$ cat config.mk
export PLATFORM = sky130hd
export DESIGN_NAME = data_mem_arbiter_flat
export DESIGN_NICKNAME = d
export VERILOG_FILES = /design/src/rtl/data_mem_arbiter_if.sv /design/src/rtl/data_mem_arbiter.sv /design/src/flat_wrapper.sv
export SDC_FILE = /design/constraint.sdc
export NUM_CORES = 1
export LEC_CHECK = 0
export ABC_AREA = 0
export CORE_ASPECT_RATIO = 1.5
export CORE_MARGIN = 1
export CORE_UTILIZATION = 35
export DETAILED_ROUTE_END_ITERATION = 16
export GPL_ROUTABILITY_DRIVEN = 1
export PLACE_DENSITY = 0.69
export SLEW_MARGIN = 30
export SYNTH_ARGS = -nofsm -noshare
export SYNTH_HDL_FRONTEND = slang
export SYNTH_SLANG_ARGS = --single-unit
$ cat constraint.sdc
create_clock -name clk -period 2.4 [get_ports clk]
set_clock_uncertainty 0.2 [all_clocks]
set_input_delay 0.48 -clock clk [delete_from_list [all_inputs] [get_ports clk]]
set_output_delay 0.48 -clock clk [all_outputs]
set_load 0.02 [all_outputs]
$ cat src/rtl/data_mem_arbiter_if.sv
// -----------------------------------------------------------------------------
// data_mem_arbiter_if
//
// Purpose:
//   Bundles the two requester channels and the single-port data RAM port seen
//   by data_mem_arbiter.
//
// Signals (per requester n = 0, 1):
//   reqn_valid  request present
//   reqn_ready  request accepted this cycle
//   reqn_we     1 = store, 0 = load
//   reqn_addr   byte address
//   reqn_wdata  store data, lane-aligned
//   reqn_be     byte enables, bit i covers wdata[8i+7:8i]
//   rspn_valid  one-cycle response pulse
//   rspn_rdata  word read (pre-write contents for stores)
//   rspn_err    error flag (misaligned access when alignment checking is built in)
// RAM port:
//   ram_we, ram_addr, ram_wd  driven by the arbiter
//   ram_rd                    combinational read data from the RAM
//
// Modports:
//   slave  - the arbiter's view
//   master - the environment's view (both requesters plus the RAM)
// -----------------------------------------------------------------------------
interface data_mem_arbiter_if #(
  parameter int WIDTH = 32
);

  logic             req0_valid;
  logic             req0_ready;
  logic             req0_we;
  logic [WIDTH-1:0] req0_addr;
  logic [WIDTH-1:0] req0_wdata;
  logic [3:0]       req0_be;
  logic             rsp0_valid;
  logic [WIDTH-1:0] rsp0_rdata;
  logic             rsp0_err;

  logic             req1_valid;
  logic             req1_ready;
  logic             req1_we;
  logic [WIDTH-1:0] req1_addr;
  logic [WIDTH-1:0] req1_wdata;
  logic [3:0]       req1_be;
  logic             rsp1_valid;
  logic [WIDTH-1:0] rsp1_rdata;
  logic             rsp1_err;

  logic             ram_we;
  logic [WIDTH-1:0] ram_addr;
  logic [WIDTH-1:0] ram_wd;
  logic [WIDTH-1:0] ram_rd;

  modport slave (
    input  req0_valid, req0_we, req0_addr, req0_wdata, req0_be,
    output req0_ready, rsp0_valid, rsp0_rdata, rsp0_err,
    input  req1_valid, req1_we, req1_addr, req1_wdata, req1_be,
    output req1_ready, rsp1_valid, rsp1_rdata, rsp1_err,
    output ram_we, ram_addr, ram_wd,
    input  ram_rd
  );

  modport master (
    output req0_valid, req0_we, req0_addr, req0_wdata, req0_be,
    input  req0_ready, rsp0_valid, rsp0_rdata, rsp0_err,
    output req1_valid, req1_we, req1_addr, req1_wdata, req1_be,
    input  req1_ready, rsp1_valid, rsp1_rdata, rsp1_err,
    input  ram_we, ram_addr, ram_wd,
    output ram_rd
  );

endinterface

$ cat src/rtl/data_mem_arbiter.sv
// -----------------------------------------------------------------------------
// data_mem_arbiter
//
// Purpose:
//   Arbitrates two requesters (0 = CPU load/store path, 1 = debug/DMA loader)
//   round-robin onto a single-port data RAM with combinational read and
//   synchronous whole-word write. Partial byte-enable stores are turned into a
//   read-modify-write: the old word is read in ACCESS, merged, and written back
//   in WRITE.
//
// Parameters:
//   WIDTH       data/address width, 32 only (4 byte lanes)
//   RESET_PRIO  requester that wins the first tie after reset (0 or 1)
//
// Ports:
//   clk    rising-edge clock
//   rst_n  asynchronous active-low reset
//   bus    data_mem_arbiter_if.slave - both requester channels and the RAM port
//
// Optional build macro:
//   DATA_ARB_ALIGN_CHECK_EN - when defined, misaligned requests are answered
//   immediately with rsp_err=1 and rsp_rdata=0 without touching the RAM. When
//   undefined, addr[1:0] is masked and rsp_err is tied to 0.
//
// Timing (accept in cycle T):
//   load, full or empty store  -> response in T+2
//   partial store              -> response in T+3
//   misaligned (check enabled) -> response in T+1
// -----------------------------------------------------------------------------
module data_mem_arbiter #(
  parameter int WIDTH      = 32,
  parameter int RESET_PRIO = 0
) (
  input logic               clk,
  input logic               rst_n,
  data_mem_arbiter_if.slave bus
);

  typedef enum logic [1:0] {
    IDLE,
    ACCESS,
    WRITE,
    RESP
  } state_t;

  state_t state_q;
  state_t state_d;

  // Requester that holds priority on the next tie.
  logic             prio_q;

  // Transaction latched at accept.
  logic             we_q;
  logic [WIDTH-1:0] addr_q;
  logic [WIDTH-1:0] wdata_q;
  logic [3:0]       be_q;
  logic             owner_q;
  logic [WIDTH-1:0] rdata_q;
  logic [WIDTH-1:0] merge_q;

  // Arbitration and selected request.
  logic             gnt0;
  logic             gnt1;
  logic             accept;
  logic             sel_we;
  logic [WIDTH-1:0] sel_addr;
  logic [WIDTH-1:0] sel_wdata;
  logic [3:0]       sel_be;
  logic             misalign;

  // FSM outputs.
  logic             ram_we_c;
  logic [WIDTH-1:0] ram_wd_c;
  logic             rsp0_vld_c;
  logic             rsp1_vld_c;

  // Old word with the enabled lanes replaced by store data.
  function automatic logic [WIDTH-1:0] merge_lanes(
    input logic [3:0]       be,
    input logic [WIDTH-1:0] wd,
    input logic [WIDTH-1:0] rd
  );
    logic [WIDTH-1:0] m;
    m = rd;
    for (int i = 0; i < 4; i++) begin
      if (be[i]) m[8*i +: 8] = wd[8*i +: 8];
    end
    return m;
  endfunction

  // Grant logic. Ready is combinational from valid and only offered in IDLE;
  // it is held low while reset is asserted so every output reads 0 in reset.
  always_comb begin
    gnt0 = 1'b0;
    gnt1 = 1'b0;
    if (state_q == IDLE && rst_n) begin
      if (bus.req0_valid && bus.req1_valid) begin
        gnt0 = ~prio_q;
        gnt1 = prio_q;
      end else begin
        gnt0 = bus.req0_valid;
        gnt1 = bus.req1_valid;
      end
    end
    accept    = gnt0 | gnt1;
    sel_we    = gnt1 ? bus.req1_we    : bus.req0_we;
    sel_addr  = gnt1 ? bus.req1_addr  : bus.req0_addr;
    sel_wdata = gnt1 ? bus.req1_wdata : bus.req0_wdata;
    sel_be    = gnt1 ? bus.req1_be    : bus.req0_be;
  end

`ifdef DATA_ARB_ALIGN_CHECK_EN
  // A store fits if its byte enables, shifted up by the address offset, stay
  // inside the word; a load needs an offset of zero.
  logic [7:0] be_span;
  logic       err_q;

  always_comb begin
    be_span = {4'b0000, sel_be} << sel_addr[1:0];
    if (sel_we) misalign = |be_span[7:4];
    else        misalign = (sel_addr[1:0] != 2'b00);
  end

  always_ff @(posedge clk or negedge rst_n) begin
    if (!rst_n)      err_q <= 1'b0;
    else if (accept) err_q <= misalign;
  end

  assign bus.rsp0_err = rsp0_vld_c & err_q;
  assign bus.rsp1_err = rsp1_vld_c & err_q;
`else
  // Offset bits are simply masked in this build.
  logic unused_addr_lsb;
  assign unused_addr_lsb = ^sel_addr[1:0];
  assign misalign        = 1'b0;
  assign bus.rsp0_err    = 1'b0;
  assign bus.rsp1_err    = 1'b0;
`endif

  // State register.
  always_ff @(posedge clk or negedge rst_n) begin
    if (!rst_n) state_q <= IDLE;
    else        state_q <= state_d;
  end

  // Transaction registers and round-robin pointer.
  always_ff @(posedge clk or negedge rst_n) begin
    if (!rst_n) begin
      prio_q  <= (RESET_PRIO != 0);
      we_q    <= 1'b0;
      addr_q  <= '0;
      wdata_q <= '0;
      be_q    <= 4'b0000;
      owner_q <= 1'b0;
      rdata_q <= '0;
      merge_q <= '0;
    end else begin
      if (accept) begin
        we_q    <= sel_we;
        addr_q  <= {sel_addr[WIDTH-1:2], 2'b00};
        wdata_q <= sel_wdata;
        be_q    <= sel_be;
        owner_q <= gnt1;
        // Cleared so a request answered without RAM access returns 0.
        rdata_q <= '0;
        // Priority passes to the requester that was not just granted.
        prio_q  <= gnt0;
      end
      if (state_q == ACCESS) begin
        rdata_q <= bus.ram_rd;
        merge_q <= merge_lanes(be_q, wdata_q, bus.ram_rd);
      end
    end
  end

  // Next state and per-state outputs.
  always_comb begin
    state_d    = state_q;
    ram_we_c   = 1'b0;
    ram_wd_c   = '0;
    rsp0_vld_c = 1'b0;
    rsp1_vld_c = 1'b0;
    case (state_q)
      IDLE: begin
        if (accept) state_d = misalign ? RESP : ACCESS;
      end
      ACCESS: begin
        state_d = RESP;
        if (we_q) begin
          if (be_q == 4'b1111) begin
            ram_we_c = 1'b1;
            ram_wd_c = wdata_q;
          end else if (be_q != 4'b0000) begin
            // Partial store: write the merged word next cycle.
            state_d = WRITE;
          end
        end
      end
      WRITE: begin
        ram_we_c = 1'b1;
        ram_wd_c = merge_q;
        state_d  = RESP;
      end
      RESP: begin
        rsp0_vld_c = ~owner_q;
        rsp1_vld_c = owner_q;
        state_d    = IDLE;
      end
      default: state_d = IDLE;
    endcase
  end

  assign bus.req0_ready = gnt0;
  assign bus.req1_ready = gnt1;

  // ram_addr follows the latched address, so it holds between transactions.
  assign bus.ram_we   = ram_we_c;
  assign bus.ram_addr = addr_q;
  assign bus.ram_wd   = ram_wd_c;

  assign bus.rsp0_valid = rsp0_vld_c;
  assign bus.rsp1_valid = rsp1_vld_c;
  assign bus.rsp0_rdata = rsp0_vld_c ? rdata_q : '0;
  assign bus.rsp1_rdata = rsp1_vld_c ? rdata_q : '0;

endmodule

$ cat src/flat_wrapper.sv
// flat-port wrapper written by rule: the top's interface ports become plain ports
module data_mem_arbiter_flat 
#(
  parameter int WIDTH      = 32,
  parameter int RESET_PRIO = 0
)
  (clk, rst_n, bus_req0_valid, bus_req0_we, bus_req0_addr, bus_req0_wdata, bus_req0_be, bus_req0_ready, bus_rsp0_valid, bus_rsp0_rdata, bus_rsp0_err, bus_req1_valid, bus_req1_we, bus_req1_addr, bus_req1_wdata, bus_req1_be, bus_req1_ready, bus_rsp1_valid, bus_rsp1_rdata, bus_rsp1_err, bus_ram_we, bus_ram_addr, bus_ram_wd, bus_ram_rd);
  data_mem_arbiter_if #(.WIDTH(WIDTH)) bus_i ();
  input logic clk;
  input logic rst_n;
  input wire logic [$bits(bus_i.req0_valid)-1:0] bus_req0_valid;
  input wire logic [$bits(bus_i.req0_we)-1:0] bus_req0_we;
  input wire logic [$bits(bus_i.req0_addr)-1:0] bus_req0_addr;
  input wire logic [$bits(bus_i.req0_wdata)-1:0] bus_req0_wdata;
  input wire logic [$bits(bus_i.req0_be)-1:0] bus_req0_be;
  output wire logic [$bits(bus_i.req0_ready)-1:0] bus_req0_ready;
  output wire logic [$bits(bus_i.rsp0_valid)-1:0] bus_rsp0_valid;
  output wire logic [$bits(bus_i.rsp0_rdata)-1:0] bus_rsp0_rdata;
  output wire logic [$bits(bus_i.rsp0_err)-1:0] bus_rsp0_err;
  input wire logic [$bits(bus_i.req1_valid)-1:0] bus_req1_valid;
  input wire logic [$bits(bus_i.req1_we)-1:0] bus_req1_we;
  input wire logic [$bits(bus_i.req1_addr)-1:0] bus_req1_addr;
  input wire logic [$bits(bus_i.req1_wdata)-1:0] bus_req1_wdata;
  input wire logic [$bits(bus_i.req1_be)-1:0] bus_req1_be;
  output wire logic [$bits(bus_i.req1_ready)-1:0] bus_req1_ready;
  output wire logic [$bits(bus_i.rsp1_valid)-1:0] bus_rsp1_valid;
  output wire logic [$bits(bus_i.rsp1_rdata)-1:0] bus_rsp1_rdata;
  output wire logic [$bits(bus_i.rsp1_err)-1:0] bus_rsp1_err;
  output wire logic [$bits(bus_i.ram_we)-1:0] bus_ram_we;
  output wire logic [$bits(bus_i.ram_addr)-1:0] bus_ram_addr;
  output wire logic [$bits(bus_i.ram_wd)-1:0] bus_ram_wd;
  input wire logic [$bits(bus_i.ram_rd)-1:0] bus_ram_rd;
  assign bus_i.req0_valid = bus_req0_valid;
  assign bus_i.req0_we = bus_req0_we;
  assign bus_i.req0_addr = bus_req0_addr;
  assign bus_i.req0_wdata = bus_req0_wdata;
  assign bus_i.req0_be = bus_req0_be;
  assign bus_req0_ready = bus_i.req0_ready;
  assign bus_rsp0_valid = bus_i.rsp0_valid;
  assign bus_rsp0_rdata = bus_i.rsp0_rdata;
  assign bus_rsp0_err = bus_i.rsp0_err;
  assign bus_i.req1_valid = bus_req1_valid;
  assign bus_i.req1_we = bus_req1_we;
  assign bus_i.req1_addr = bus_req1_addr;
  assign bus_i.req1_wdata = bus_req1_wdata;
  assign bus_i.req1_be = bus_req1_be;
  assign bus_req1_ready = bus_i.req1_ready;
  assign bus_rsp1_valid = bus_i.rsp1_valid;
  assign bus_rsp1_rdata = bus_i.rsp1_rdata;
  assign bus_rsp1_err = bus_i.rsp1_err;
  assign bus_ram_we = bus_i.ram_we;
  assign bus_ram_addr = bus_i.ram_addr;
  assign bus_ram_wd = bus_i.ram_wd;
  assign bus_i.ram_rd = bus_ram_rd;
  data_mem_arbiter #(.WIDTH(WIDTH), .RESET_PRIO(RESET_PRIO)) u_core (.clk(clk), .rst_n(rst_n), .bus(bus_i));
endmodule
==> results_dict.tcl <==
set metrics [dict create \
    outcome "complete, but fails checks" \
    violations "negative setup slack" \
    avgSynthCellArea_um2 10.2 \
    setup_slack_ps -144 \
    dr.pass1.iters 4 \
    synth_edf_count 0 \
    grt_pass1_vias 6604 \
    clock_power_share_pct 18.8 \
    syn_area_um2 7030 \
    crit_slowest_cell "dfrtp_2" \
    fmax_mhz 393 \
    core_area_um2 19700 \
    internal-power_uw 8480 \
    final.setup.tns_ps -3210 \
    via_per_inst 5.11 \
    endpoint_kind "output pin" \
    tightest_slew_ps 788 \
    setup_viol 64 \
    switching_share_pct 38.9 \
    min_period_over_period_pct 106 \
    drcViolationCount 0 \
    final_net_count 1178 \
    cap_violations 0 \
    p_per_area_nw_per_um2 1240 \
    port_buffers 300 \
    syn_inst 691 \
    min_period_ps 2540 \
    p_leak_uw 0.00498 \
    hold_viol_final 0 \
    slew_headroom_pct 47.5 \
    critPathMaxFanout 6 \
    hold_class "flip-flop to flip-flop" \
    path_class "flip-flop to output pin" \
    gr-total-overflow 0 \
    drive_gt1_share_pct 22.0 \
    cts_root_buf "clkbuf_16" \
    synth_warnings 0 \
    boundaryPins 309 \
    std_cell_rows 63 \
    ys_seq_elements 135 \
    async_flop_share_pct 100 \
    drt_iter0_drc 274 \
    path_cells "ha_4 -> and2_4 -> buf_16 -> a32oi_1 -> nor2b_1 -> buf_4" \
    slew_violations 0 \
    grt_start_max_net_pins 70 \
    gp_congestion 0.853 \
    die_w_um 118 \
    start_util_pct 35.7 \
    switchingPower_uw 5400 \
    wirelength_um 24100 \
    dieArea_um2 20700 \
    most-common-layout-cells "198 x clkdlybuf4s50_1, 134 x dfrtp_1, 67 x a221o_1" \
    dieHeight_um 176 \
    start_kind "flip-flop" \
    combinationalPowerShare_pct 51.5 \
    cts_tree "built" \
    cts.sinks 135 \
    rsz0062_at_grt "yes" \
    vdd_drop_max_v 0.000496 \
    hold_slack_ps 321 \
    vias 6524 \
    ctsHtreeMaxLevel 4 \
    clk_pin_slew_ps 60 \
    ys.flop_type "dfrtp_1" \
    clkLatencyLatePin_ps 420 \
    antenna_found_initial 4 \
    finish.utilization_pct 56.9 \
    cpPeakStageDelay_ps 440 \
    grt_pass1_wl_um 37200 \
    gr-usage-all-layers_pct 23.4 \
    required_ps 1720 \
    place.detailed.hpwl_um 16900 \
    yosysUniqueCellTypes 33 \
    synth_seq_area_share_pct 48.0 \
    cts_buffers 17 \
    pwr-share-seq_pct 29.7 \
    nFillCells 1735 \
    cts_buffer_depth 2 \
    wire_per_inst_um 18.9 \
    final_common_cell "clkdlybuf4s50_1" \
    area_growth_pct 59.3 \
    antenna_left 0 \
    arrival_ps 1860 \
]
metrics by stage:
step / instance area (um^2) / std cells / power [uW] / setup slack (ps)
final: 11200 / 1276 / 13900 / -144
after global routing: 11200 / 1276 / 14700 / -211
after CTS: 11200 / 1270 / 13800 / -123
after detailed placement: 10400 / 1227 / 10800 / -197
after global placement: 10400 / 1226 / 10700 / -187
after floorplan: 7050 / 694 / 7970 / 127
cells in the mapped netlist (27+ instances only):
cell type | count | area [um^2]
and2_1 | 39 | 244
nor2b_1 | 34 | 213
and2_0 | 62 | 388
a221o_1 | 67 | 671
nand2_1 | 65 | 244
clkbuf_1 | 27 | 101
dfrtp_1 | 135 | 3380
and3_1 | 32 | 200
mux2i_1 | 32 | 320
nor2_1 | 32 | 120
a21oi_1 | 33 | 165
o21ai_1 | 30 | 150
a32oi_1 | 32 | 280
kinds of logic after synthesis:
logic type,count (synthesis),share of synthesized area [%]
and+or+nand+nor,268,20.4
AOI/OAI and AO/OA,174,19.5
DFF,135,48.0
buffers and inverters,75,6.40
muxes,33,4.71
adders and majority gates,5,0.889
other,1,0.0533
sequential cells by signal, summed over array words and instances, names as in the netlist:
name,cells
u_core.wdata_q,32
u_core.bus.ram_addr,30
u_core.be_q,4
u_core.merge_q,32
u_core.owner_q,1
u_core.prio_q,1
u_core.we_q,1
u_core.rdata_q,32
u_core.state_q,2
per-layer routing:
layer  vias up  GRT usage (%)  part of all wire, %
met2       234           39.5                   51
li1       3109              -                    -
met4         0           11.7                  3.0
met1      3139           28.2                   41
met3        42           5.03                  5.2
met5         -              0                    0
what timing repair did:
action	CTS	global route
setup buffers	6	1
cloned	4	1
hold buffers	1	0
setup endpoints to repair	101	135
endpoints found under the hold margin	29	0
resized for setup	505	47
pin swaps	7	18
worst max-delay path, delay by kind of cell (launching register included):
family          cells  cell delay (ps)
buf+inv             2              320
simple gates        2              300
fa+ha+maj           1              170
flops               1              440
compound gates      1              240
power groups by stage:
stage          sequential, uW  combinational, uW  clock [uW]
4_1_cts                  4090               7100        2650
5_1_grt                  4260               7720        2770
2_1_floorplan            4150               3820           0
6_report                 4130               7150        2610
3_3_place_gp             4070               6590           0
3_5_place_dp             4070               6690           0
final cells by class:
cell class                 instances  area (um^2)  area share (%)
antenna                            4         10.0          0.0893
clock buffer                      21          460            4.11
clock inverter                    11          123            1.09
inverter                           5         26.3           0.234
multi-input combinational        484         3410            30.5
sequential                       135         3380            30.2
tap                              260          325            2.90
timing repair buffer             356         3470            30.9
final timing paths:
path,start,to,slack [ps],depth (start not counted)
max,u_core.state_q[0]$_DFFE_PN0P_,bus_ram_wd[29],-140,6
min,u_core.rdata_q[5]$_DFFE_PN0P_,u_core.rdata_q[5]$_DFFE_PN0P_,320,2
max reg2reg,u_core.state_q[1]$_DFFE_PN0P_,u_core.state_q[0]$_DFFE_PN0P_,140,7
min reg2reg,u_core.rdata_q[5]$_DFFE_PN0P_,u_core.rdata_q[5]$_DFFE_PN0P_,320,2
max in group asynchronous,rst_n,u_core.rdata_q[7]$_DFFE_PN0P_,760,3
min in group asynchronous,rst_n,u_core.merge_q[22]$_DFFE_PN0P_,570,3
Power figures use the tool's default switching activity.
